`src/rtl/sub_pkg.sv`:
```
// Shared types and helpers for the sequential subtractor.
// FSM encoding plus counter sizing.
package sub_pkg;

  localparam int STATE_W = 2;

  typedef enum logic [STATE_W-1:0] {
    IDLE = 2'b00,
    RUN  = 2'b01,
    DONE = 2'b10
  } state_e;

  // Width needed to count 0..v-1, never below one bit.
  function automatic int clog2(input int v);
    int r;
    r = 0;
    for (int i = 0; i < 31; i++) begin
      if ((1 << i) < v) r = i + 1;
    end
    return (r < 1) ? 1 : r;
  endfunction

endpackage

```
`src/rtl/chunk_subtractor.sv`:
```
// Combinational CHUNK-bit subtract with borrow in/out.
// SUB_OVERFLOW_EN exports the borrow into the MSB.
module chunk_subtractor #(
  parameter int CHUNK = 8
) (
  input  logic [CHUNK-1:0] a_i,
  input  logic [CHUNK-1:0] b_i,
  input  logic             bin_i,
  output logic [CHUNK-1:0] d_o,
`ifdef SUB_OVERFLOW_EN
  output logic             bmsb_o,
`endif
  output logic             bout_o
);

  logic [CHUNK:0] full;

  assign full   = {1'b0, a_i} - {1'b0, b_i}
                - {{CHUNK{1'b0}}, bin_i};
  assign d_o    = full[CHUNK-1:0];
  assign bout_o = full[CHUNK];

`ifdef SUB_OVERFLOW_EN
  // MSB difference bit is a^b^borrow_in, so recover the borrow.
  assign bmsb_o = a_i[CHUNK-1] ^ b_i[CHUNK-1] ^ d_o[CHUNK-1];
`endif

endmodule

```
`src/rtl/sequential_subtractor.sv`:
```
// Multi-cycle subtractor, CHUNK bits per clock, LSB chunk first.
// Define SUB_OVERFLOW_EN to add the signed-overflow output.
module sequential_subtractor
  import sub_pkg::*;
#(
  parameter int WIDTH = 32,
  parameter int CHUNK = 8
) (
  input  logic             Clk_i,
  input  logic             Rst_ni,
  input  logic             Valid_i,
  output logic             Ready_o,
  input  logic [WIDTH-1:0] Minuend_i,
  input  logic [WIDTH-1:0] Subtrahend_i,
  input  logic             Borrow_i,
  output logic             Valid_o,
  input  logic             Ready_i,
  output logic [WIDTH-1:0] Result_o,
  output logic             Borrow_o,
`ifdef SUB_OVERFLOW_EN
  output logic             Overflow_o,
`endif
  output logic             Busy_o
);

  localparam int STEPS = WIDTH / CHUNK;
  localparam int CNT_W = clog2(STEPS);
  localparam logic [CNT_W-1:0] LAST = CNT_W'(STEPS - 1);

  state_e state_q, state_d;
  logic [CNT_W-1:0] cnt_q, cnt_d;
  logic bor_q, bor_d;
  logic bout_q, bout_d;
  logic [WIDTH-1:0] min_q, min_d;
  logic [WIDTH-1:0] sub_q, sub_d;
  logic [WIDTH-1:0] res_q, res_d;

  logic [CHUNK-1:0] m_ch, s_ch, d_ch;
  logic b_out;
  logic last;

`ifdef SUB_OVERFLOW_EN
  logic ovf_q, ovf_d;
  logic b_msb;
`endif

  assign last = (cnt_q == LAST);

  chunk_subtractor #(
    .CHUNK (CHUNK)
  ) u_chunk (
    .a_i    (m_ch),
    .b_i    (s_ch),
    .bin_i  (bor_q),
    .d_o    (d_ch),
`ifdef SUB_OVERFLOW_EN
    .bmsb_o (b_msb),
`endif
    .bout_o (b_out)
  );

  always_ff @(posedge Clk_i or negedge Rst_ni) begin
    if (!Rst_ni) begin
      state_q <= IDLE;
      cnt_q   <= '0;
      bor_q   <= 1'b0;
      bout_q  <= 1'b0;
      min_q   <= '0;
      sub_q   <= '0;
      res_q   <= '0;
`ifdef SUB_OVERFLOW_EN
      ovf_q   <= 1'b0;
`endif
    end else begin
      state_q <= state_d;
      cnt_q   <= cnt_d;
      bor_q   <= bor_d;
      bout_q  <= bout_d;
      min_q   <= min_d;
      sub_q   <= sub_d;
      res_q   <= res_d;
`ifdef SUB_OVERFLOW_EN
      ovf_q   <= ovf_d;
`endif
    end
  end

  always_comb begin
    state_d = state_q;
    unique case (state_q)
      IDLE:    if (Valid_i) state_d = RUN;
      RUN:     if (last) state_d = DONE;
      DONE:    if (Ready_i) state_d = IDLE;
      default: state_d = IDLE;
    endcase
  end

  // Operand chunk mux keeps all indices constant.
  always_comb begin
    m_ch = '0;
    s_ch = '0;
    for (int k = 0; k < STEPS; k++) begin
      if (cnt_q == CNT_W'(k)) begin
        m_ch = min_q[k*CHUNK +: CHUNK];
        s_ch = sub_q[k*CHUNK +: CHUNK];
      end
    end
  end

  always_comb begin
    cnt_d  = cnt_q;
    bor_d  = bor_q;
    bout_d = bout_q;
    min_d  = min_q;
    sub_d  = sub_q;
    res_d  = res_q;
`ifdef SUB_OVERFLOW_EN
    ovf_d  = ovf_q;
`endif
    if (state_q == IDLE && Valid_i) begin
      min_d = Minuend_i;
      sub_d = Subtrahend_i;
      bor_d = Borrow_i;
      cnt_d = '0;
    end
    if (state_q == RUN) begin
      for (int k = 0; k < STEPS; k++) begin
        if (cnt_q == CNT_W'(k)) res_d[k*CHUNK +: CHUNK] = d_ch;
      end
      bor_d = b_out;
      if (last) begin
        bout_d = b_out;
`ifdef SUB_OVERFLOW_EN
        ovf_d  = b_msb ^ b_out;
`endif
      end else begin
        cnt_d = cnt_q + CNT_W'(1);
      end
    end
  end

  always_comb begin
    Ready_o  = (state_q == IDLE);
    Busy_o   = (state_q == RUN);
    Valid_o  = (state_q == DONE);
    Result_o = res_q;
    Borrow_o = bout_q;
`ifdef SUB_OVERFLOW_EN
    Overflow_o = ovf_q;
`endif
  end

endmodule

```
`config.mk`:
```
export PLATFORM = sky130hd
export DESIGN_NAME = sequential_subtractor
export DESIGN_NICKNAME = d
export VERILOG_FILES = /design/src/rtl/sub_pkg.sv /design/src/rtl/chunk_subtractor.sv /design/src/rtl/sequential_subtractor.sv
export SDC_FILE = /design/constraint.sdc
export NUM_CORES = 1
export LEC_CHECK = 0
export BUFFER_PORTS_ARGS = -buffer_cell sky130_fd_sc_hd__clkbuf_2
export CORE_MARGIN = 2
export CORE_UTILIZATION = 33
export CTS_CLUSTER_DIAMETER = 100
export DETAILED_ROUTE_END_ITERATION = 6
export SYNTH_ARGS = -nofsm -noshare
export SYNTH_HDL_FRONTEND = slang
export SYNTH_SLANG_ARGS = --single-unit
export TNS_END_PERCENT = 100
```
`constraint.sdc`:
```
create_clock -name Clk_i -period 3.65 [get_ports Clk_i]
set_input_delay 0.1825 -clock Clk_i [delete_from_list [all_inputs] [get_ports Clk_i]]
set_output_delay 0.1825 -clock Clk_i [all_outputs]
set_load 0.01 [all_outputs]
```
==> metrics.txt, run 1 <==
EDFF count, synth 0; Fin Setup TNS 0 ns; final hold viol count 16; Core ar. 14500 µm²; CP Capture Type flop; Buffers on Ports about 100; Hold Buf Count CTS 0; die area 15800 µm²; routed vias/inst approximately 5.0; outcome complete, but fails checks; Yosys top cell by area dfrtp_1; fin nets 634; Setup CP Type reg -> reg; cts bufs inserted 9; register bit total from synthesis ~100; vias in the first global route approximately 3700; final setup fails 0; Clock Latency Late Sink between 0.3 and 0.4 ns; initial antenna violation count 0; CP Max Fanout 7; Critical Path End Result_o[31]$_DFFE_PN0P_; Post-route DRC 0; postcts setup bufs 0; ANT nets after route 0; failing checks hold timing; r2r setup slk roughly 0.21 ns; Clock Sinks 102; clk_skew 0.00768 ns; clk slew on worst S/H paths 0.07 ns; synth top area cells dfrtp_1 52%, mux2_2 15%, nand2_1 4.8%; Longest Clk Path Bufs 2; Starting DRT DRC Count between 150 and 200; GR Util All Layers roughly 16%; FF-to-FF path depth 15; root buf cell clkbuf_16; syn nets 536; final wirelength approximately 12000 µm; fill count 1400; share of the synthesized area in the top cell type a little over half; Max-slew headroom 35.6%; cell area after synthesis roughly 4900 µm²; FF-to-FF End Result_o[31]$_DFFE_PN0P_; Slew Limit Fails 0; routed via count 3644; Primary FF master, synth dfrtp_1; CTS tree built; Cell Count, Final, Fillers Out approximately 740; Critical path origin cnt_q[0]$_DFF_PN0_; H-Tree Depth 3; Placed Cells 720; Hold WC Path Type in -> async; startpoint types flop; CP arrival between 3 and 4 ns; Final GP Congestion 0.855; ys async rst share 100%; Least-Margin Pin Slew 0.966 ns; Req. time, crit path ~3.9 ns; largest net degree at the start of global routing 77; Initial Utilization about 34%; Routed WL per cell 16.2 µm; maxcap violations 0; Mapped Cells ~450; Die H roughly 130 µm; unrepaired setup endpoints after global routing no; post-route minimum period 3.44 ns; first-pass GRT wire length between 15000 and 20000 µm; grt total ovfl 0; Distinct cells, synth 36; Critical R2R Launch cnt_q[0]$_DFF_PN0_; ant diodes 0; synth warn 0; syn avg cell area approximately 11 µm²; DPL Wire Length between 8000 and 9000 µm; layout cells sized above 1 a little under two fifths; Top Ports between 100 and 150; fin crit share between 90% and 100%; sequential area share after synthesis roughly 52%; Util after Layout around 40%; Die X 126 µm; # rows between 40 and 50; final hold slack -0.0178 ns; synthesis-to-finish area growth 20.9%; Max Fclk ~0.29 GHz; First-pass DRT Iterations 4
==> cell families after synthesis <==
kind of cell,count (synthesis),synth area share (%)
and+or+nand+nor,113,10.9
AOI/OAI and AO/OA,103,12.2
DFF,102,52.3
muxes,65,15.0
buffers and inverters,43,3.89
adders and majority gates,18,4.92
xor gates and xnor gates,5,0.897
==> what timing repair did <==
item | in CTS | in global routing
gates resized for setup | 0 | 3
setup endpoints to repair | 0 | 10
hold endpoints to repair | 0 | 0
==> critical path, stage by stage (launching register included) <==
cell	delay, ns
dfrtp_1	0.42
inv_1	0.11
ha_2	0.29
buf_4	0.19
nand3b_1	0.08
a21oi_1	0.21
a21oi_1	0.06
o21ai_0	0.24
ha_1	0.28
inv_1	0.06
ha_1	0.24
a21o_1	0.22
a211oi_1	0.23
a2bb2oi_1	0.32
o31ai_4	0.14
o31ai_1	0.25
==> metal layers <==
metal  routed length, µm  GRT usage (%)  share of wire [%]
met2                5350           23.4                 45
met4                 138           4.12                1.2
met5                   0              0                  0
met1                5640           21.7                 47
met3                 754           5.23                6.3
==> placed cells by master (no fill, tap or decap), types with 4 or more instances in the layout <==
cell type	Yosys	final
ha_1	16	13
nand2_1	63	63
a21oi_1	44	44
nor2b_1	4	4
o21ai_1	8	8
nand3b_1	16	16
mux2_2	65	65
buf_4	1	9
clkbuf_16	0	9
dfrtp_1	102	102
inv_1	16	16
clkbuf_2	0	103
nor2_1	14	14
o31ai_1	4	4
nand3_1	7	7
o21ai_0	32	32
==> final cells by class <==
type	count	area (µm²)	area share, %
clock buffer	9	225	3.81
clock inverter	6	62.6	1.06
inverter	16	60.1	1.02
multi-input combinational	304	2150	36.4
sequential	102	2550	43.2
tap	184	230	3.90
timing repair buffer	114	623	10.6
==> flip-flops by register name, summed over array words and instances (netlist names) <==
register	count
sub_q	32
state_q	2
cnt_q	2
Result_o	32
min_q	32
Borrow_o	1
bor_q	1
==> cells in the mapped netlist, types with 3 or more instances <==
library cell / instances
a21oi_1: 44
nand3_1: 7
clkbuf_1: 16
dfrtp_1: 102
o21ai_0: 32
inv_1: 16
a21o_1: 3
o31ai_1: 4
ha_1: 16
nor2_1: 14
nor2b_1: 4
o21ai_1: 8
a211oi_1: 3
buf_2: 8
nand2_1: 63
nand3b_1: 16
nand2b_1: 3
xor2_1: 3
mux2_2: 65
==> how the worst min path moves through the flow <==
stage          startpoint                     end  slack [ns]  cells after the start
2_1_floorplan      Rst_ni    Borrow_o$_DFFE_PN0P_       -0.11                      0
3_3_place_gp      Ready_i  state_q[1]$_DFFE_PN0P_        0.39                      2
3_5_place_dp       Rst_ni  state_q[1]$_DFFE_PN0P_        0.40                      1
4_1_cts           Ready_i  state_q[1]$_DFFE_PN0P_        0.02                      2
5_1_grt           Ready_i  state_q[1]$_DFFE_PN0P_        0.02                      2
6_report           Rst_ni  state_q[1]$_DFFE_PN0P_       -0.02                      1
==> through the flow <==
stage | instance area (µm²) | worst slack [ns]
floorplan | 4880 | 0.486
CTS | 5900 | 0.0915
finish | 5900 | 0.208
global route | 5900 | 0.00984
detailed placement | 5610 | 0.167
global placement | 5610 | 0.260
Power of run 1 is left out: the tool's default activity adds up to more than one toggle a clock period on the data nets, which glitch-free logic cannot reach.
==> run 2: changes to the inputs <==
--- a/config.mk
+++ b/config.mk
@@ -5,6 +5,7 @@
 export SDC_FILE = /design/constraint.sdc
 export NUM_CORES = 1
 export LEC_CHECK = 0
+export ABC_AREA = 1
 export BUFFER_PORTS_ARGS = -buffer_cell sky130_fd_sc_hd__clkbuf_2
 export CORE_MARGIN = 2
 export CORE_UTILIZATION = 33
==> run 2 against run 1 <==
Net effect: the run still ends with hold timing left; synthesized area shrank 1.5%; via count shrank 1.6%; highest routed layer unchanged; synthesized cell count shrank 0.89%; critical path type unchanged; clock skew shrank 0.00097 ns; critical endpoint is now Result_o[22]$_DFFE_PN0P_.
==> metrics.txt, run 2 <==
root buf cell clkbuf_16; First-pass DRT Iterations 4 (unchanged); delay-heaviest family, CP adder cells; top-count cell post-synth dfrtp_1; ant diodes 0 (unchanged); post-route minimum period 3.35 ns (-0.0924 ns); Yosys top cell by area dfrtp_1; layout cells sized above 1 35.7% (-1.2 points); Final GP Congestion 0.881 (+3.0%); area occupied by multi-input gates 2010 µm² (-6.6%); EDFF count, synth 0 (unchanged); CTS tree built; Fin Setup TNS 0 ns (unchanged); Longest Clk Path Bufs 2 (unchanged); crit path cell chain inv_1 > ha_1 > buf_4 > a22oi_1 > o21ai_0 > o21ai_0 > fa_1 > fa_1 > nand2_1 > nand2_1 > nand2_1 > nand2_1 > nand2_1 > a21oi_1 > xor2_1 > o21ai_0; startpoint types flop; fin nets 637 (+0.47%); fin crit share 91.8% (-2.5 points); CP arrival 3.56 ns (-0.12 ns); CP Capture Type flop; unrepaired setup endpoints after global routing no; # rows 44 (unchanged); fill count 1396 (-0.29%); ys async rst share 100% (unchanged); Reg area 2550 µm² (unchanged); largest net degree at the start of global routing 83 (+7.8%); Levels on crit path 16 (+1); syn nets 532 (-0.75%); Die X 125 µm (-0.74%); first-pass GRT wire length 19600 µm (+2.0%); final wirelength 12000 µm (+1.0%); sequential area share after synthesis 53.1% (+0.80 points); outcome complete, but fails checks; FF-to-FF path depth 16 (+1); maxcap violations 0 (unchanged); synthesis-to-finish area growth 21.3%; die area 15600 µm² (-1.5%); Post-CTS Resized 0 (unchanged); final setup fails 0 (unchanged); commonest non-fill, non-tap cell in the layout clkbuf_2; Buffers on Ports 104 (unchanged); final hold viol count 7 (-9); Max Fclk 0.299 GHz (+2.8%); initial antenna violation count 0 (unchanged); Max-slew headroom 30.6% (-5.0 points); GR Util All Layers 16.0% (+0.39 points); failing checks hold timing; ANT nets after route 0 (unchanged); clk slew on worst S/H paths 0.07 ns (about the same); Clock Latency Late Sink 0.35 ns (about the same); Synth top cells by count 102 x dfrtp_1, 77 x nand2_1, 48 x mux2_2; syn avg cell area 10.8 µm² (-0.63%); Starting DRT DRC Count 225 (+36%); clk_skew 0.00671 ns (-0.000972 ns); Distinct cells, synth 32 (-11%); cts bufs inserted 9 (unchanged); Top Ports 105 (unchanged); Crit-path slowest cell fa_1; share of the synthesized area in the top cell type 53.1% (+0.80 points); Core ar. 14400 µm² (-0.76%); Primary FF master, synth dfrtp_1; synth warn 0 (unchanged); DPL Wire Length 9160 µm (+4.2%); Least-Margin Pin Slew 1.04 ns (+0.0753 ns); CP Max Fanout 11 (+4); synth top area cells dfrtp_1 53%, mux2_2 11%, nand2_1 6.0%; Post-route DRC 0 (unchanged); final hold slack -0.00249 ns (+0.0153 ns); Slew Limit Fails 0 (unchanged); critical path buffer and inverter count 2 (-1); Req. time, crit path 3.86 ns (-0.03 ns); Initial Utilization 33.5% (-0.26 points); Die H 125 µm (-0.74%); Mapped Cells 445 (-0.89%); most frequent cells in the layout 103 x clkbuf_2, 102 x dfrtp_1, 76 x nand2_1, 48 x mux2_2, 41 x o21ai_0; routed via count 3587 (-1.6%); register bit total from synthesis 102 (unchanged); cell mode on critical path nand2_1; Clock Sinks 102 (unchanged); Routed WL per cell 16.2 µm (+0.46%); cell area after synthesis 4810 µm² (-1.5%); grt total ovfl 0 (unchanged); max incr delay on CP 0.44 ns (+0.02 ns); vias in the first global route 3743 (+1.8%); Setup CP Type reg -> reg; routed vias/inst 4.85 (-2.1%); H-Tree Depth 3 (unchanged); Hold WC Path Type in -> async
## run 2: logic make-up (layout without fill, tap and decap cells)
family	Yosys count	in the layout	share of synthesized area [%]
buffers and inverters	57	167	5.23
AO/OA/AOI/OAI	86	86	10.1
AND/OR/NAND/NOR	115	115	10.9
adder cells (fa/ha/maj)	18	18	4.99
flip-flops	102	102	53.1
XOR/XNOR	3	3	0.702
multiplexers	64	64	15.0
## run 2: worst paths after layout
| check | startpoint | end | slack [ns] |
|---|---|---|---|
| worst min-delay path | Rst_ni | Result_o[31]$_DFFE_PN0P_ | -0.002 |
| worst max-delay path | cnt_q[1]$_DFF_PN0_ | Result_o[22]$_DFFE_PN0P_ | 0.30 |
| min in group Clk_i | Subtrahend_i[19] | sub_q[19]$_DFFE_PN0P_ | 0.04 |
| max in group asynchronous | Rst_ni | sub_q[17]$_DFFE_PN0P_ | 2.72 |
| worst max register to register | cnt_q[1]$_DFF_PN0_ | Result_o[22]$_DFFE_PN0P_ | 0.30 |
| worst min register to register | Result_o[13]$_DFFE_PN0P_ | Result_o[13]$_DFFE_PN0P_ | 0.48 |
## run 2: final cells by class
type / instances / area share, %
sequential: 102 / 43.7
clock buffer: 10 / 4.10
tap: 184 / 3.95
timing repair buffer: 113 / 10.2
clock inverter: 6 / 1.18
inverter: 38 / 2.44
multi-input combinational: 286 / 34.4
## run 2: per-stage QoR
stage	hold WS, ns	util (%)	instance area [µm²]	std cells	worst slack (ns)
6_report	-0.00249	40.6	5840	739	0.300
5_1_grt	0.0348	40.6	5840	739	0.0214
4_1_cts	0.0277	40.6	5840	739	0.332
3_5_place_dp	0.365	38.4	5520	722	0.341
3_3_place_gp	0.373	38.4	5520	722	0.511
2_1_floorplan	-0.113	-	4810	445	0.581
## run 2: repair_timing
action | CTS | global route
endpoints found under the hold margin | 1 | 0
hold buffers | 1 | 0
buffers inserted | 0 | 0
## run 2: per-layer routing
layer | up-vias | track usage [%] | share of wire, % | wire, µm
li1 | 1725 | - | - | -
met1 | 1735 | 21.1 | 46 | 5530
met2 | 112 | 25.9 | 47 | 5610
met3 | 15 | 4.38 | 5.9 | 711
met4 | 0 | 4.36 | 1.3 | 153
met5 | - | 0 | 0 | 0
## run 2: worst register-to-register path, stage by stage (launching register included)
cell     delay [ns]
dfrtp_1        0.40
inv_1          0.10
ha_1           0.36
buf_4          0.24
a22oi_1        0.11
o21ai_0        0.17
o21ai_0        0.13
fa_1           0.43
fa_1           0.44
nand2_1        0.09
nand2_1        0.06
nand2_1        0.08
nand2_1        0.07
nand2_1        0.07
a21oi_1        0.07
xor2_1         0.24
o21ai_0        0.13
Power of run 2 is left out for the same reason.
==> run 3: changes to the inputs <==
--- a/config.mk
+++ b/config.mk
@@ -11,6 +11,7 @@
 export CORE_UTILIZATION = 33
 export CTS_CLUSTER_DIAMETER = 100
 export DETAILED_ROUTE_END_ITERATION = 6
+export RECOVER_POWER = 25
 export SYNTH_ARGS = -nofsm -noshare
 export SYNTH_HDL_FRONTEND = slang
 export SYNTH_SLANG_ARGS = --single-unit
==> run 3 against run 2 <==
Net effect: the flow finishes with violations (capacitance limit, slew limit); die area is the same; utilization is essentially flat; cell count unchanged; critical path depth unchanged; via count down 0.11%; worst hold slack improved by 0.039 ns; critical path type unchanged; largest cell class unchanged.
==> metrics.txt, run 3 (synthesized netlist as in run 2, its figures left out) <==
cts bufs inserted 9 (unchanged); synthesis-to-finish area growth 21.2% (about the same); initial antenna violation count 0 (unchanged); ANT nets after route 0 (unchanged); final hold slack 0.0361 ns (+0.0385 ns); Reg area 2550 µm² (unchanged); Hold Crit Start Subtrahend_i[19]; largest net degree at the start of global routing 83 (unchanged); first-pass GRT wire length 19600 µm (unchanged); grt total ovfl 0 (unchanged); Core ar. 14400 µm² (unchanged); Slew Limit Fails 83 (+83); final hold viol count 0 (-7); clk_skew 0.00676 ns (+0.0000447 ns); H-Tree Depth 3 (unchanged); CP Max Fanout 11 (unchanged); outcome complete, but fails checks; ant diodes 0 (unchanged); maxcap violations 1 (+1); fill count 1397 (+0.072%); Least-Margin Pin Slew 2.04 ns (+0.998 ns); Req. time, crit path 3.86 ns (about the same); Starting DRT DRC Count 225 (unchanged); routed vias/inst 4.85 (-0.11%); final setup fails 0 (unchanged); Die H 125 µm (unchanged); Hold WC Path Type in -> reg; # rows 44 (unchanged); clk slew on worst S/H paths 0.07 ns (about the same); failing checks capacitance limit, slew limit; Routed WL per cell 16.2 µm (-0.16%); CP arrival 3.56 ns (about the same); DPL Wire Length 9160 µm (unchanged); post-route minimum period 3.35 ns (-0.00456 ns); final wirelength 12000 µm (-0.16%); final worst slack 0.305 ns (+0.00456 ns); Max Fclk 0.299 GHz (+0.14%); layout cells sized above 1 35.7% (unchanged); commonest non-fill, non-tap cell in the layout clkbuf_2; Clock Sinks 102 (unchanged); Longest Clk Path Bufs 2 (unchanged); dpl ws 0.341 ns (unchanged); most frequent cells in the layout 104 x clkbuf_2, 102 x dfrtp_1, 76 x nand2_1, 48 x mux2_2, 41 x o21ai_0; Fin Setup TNS 0 ns (unchanged); Setup CP Type reg -> reg; CP Capture Type flop; Top Ports 105 (unchanged); fin crit share 91.7% (-0.13 points); Critical path origin cnt_q[1]$_DFF_PN0_; CTS tree built; unrepaired setup endpoints after global routing no; Critical R2R Launch cnt_q[1]$_DFF_PN0_; startpoint types flop; fin nets 637 (unchanged); Clock Latency Late Sink 0.35 ns (about the same); vias in the first global route 3743 (unchanged); root buf cell clkbuf_16; Final GP Congestion 0.881 (unchanged); First-pass DRT Iterations 4 (unchanged); Buffers on Ports 104 (unchanged); die area 15600 µm² (unchanged); Max-slew headroom -36.0% (-67 points); Die X 125 µm (unchanged); area occupied by multi-input gates 2010 µm² (unchanged); postcts setup bufs 0 (unchanged); Initial Utilization 33.5% (unchanged); routed via count 3583 (-0.11%); GR Util All Layers 16.0% (unchanged); Post-route DRC 0 (unchanged)
==> run 3: changes by cell type in the layout (fill, tap and decap cells not counted) <==
cell      before  now
buf_4          9    8
clkbuf_2     103  104
==> run 3: area by class of cell <==
class | instances | area share (%)
sequential | 102 | 43.8
multi-input combinational | 286 | 34.4
timing repair buffer | 113 | 10.1
clock buffer | 10 | 4.10
tap | 184 | 3.95
inverter | 38 | 2.45
clock inverter | 6 | 1.18
==> run 3: path summary, 6_finish.rpt <==
check | to | depth (start not counted) | slack [ns]
max | Result_o[22]$_DFFE_PN0P_ | 16 | 0.30
min | sub_q[19]$_DFFE_PN0P_ | 2 | 0.04
max reg2reg | Result_o[22]$_DFFE_PN0P_ | 16 | 0.30
min reg2reg | Result_o[13]$_DFFE_PN0P_ | 2 | 0.48
max in group asynchronous | sub_q[17]$_DFFE_PN0P_ | 2 | 1.99
min in group asynchronous | Result_o[31]$_DFFE_PN0P_ | 1 | 0.39
==> run 3: metrics by stage <==
step,cell area [µm²],instances,util (%)
6_report,5830,739,40.6
5_1_grt,5830,739,40.6
2_1_floorplan,4810,445,-
4_1_cts,5840,739,40.6
3_3_place_gp,5520,722,38.4
3_5_place_dp,5520,722,38.4
==> run 3: worst max-delay path: stages, from the launching register on <==
cell	delay, ns
dfrtp_1	0.40
inv_1	0.10
ha_1	0.36
buf_4	0.24
a22oi_1	0.11
o21ai_0	0.17
o21ai_0	0.13
fa_1	0.43
fa_1	0.44
nand2_1	0.09
nand2_1	0.06
nand2_1	0.08
nand2_1	0.07
nand2_1	0.07
a21oi_1	0.07
xor2_1	0.24
o21ai_0	0.13
==> run 3: routing by layer <==
| metal | GRT usage [%] | vias to the layer above | part of all wire [%] |
|---|---|---|---|
| li1 | - | 1725 | - |
| met1 | 21.1 | 1731 | 46 |
| met2 | 25.9 | 114 | 47 |
| met3 | 4.38 | 13 | 5.9 |
| met4 | 4.36 | 0 | 1.2 |
| met5 | 0 | - | 0 |
==> run 3: timing repair <==
action / in CTS / in global routing
resized for setup: 0 / 0
endpoints found under the setup margin: 0 / 0
endpoints found under the hold margin: 1 / 0
hold buffers: 1 / 0
Power of run 3 is left out for the same reason.
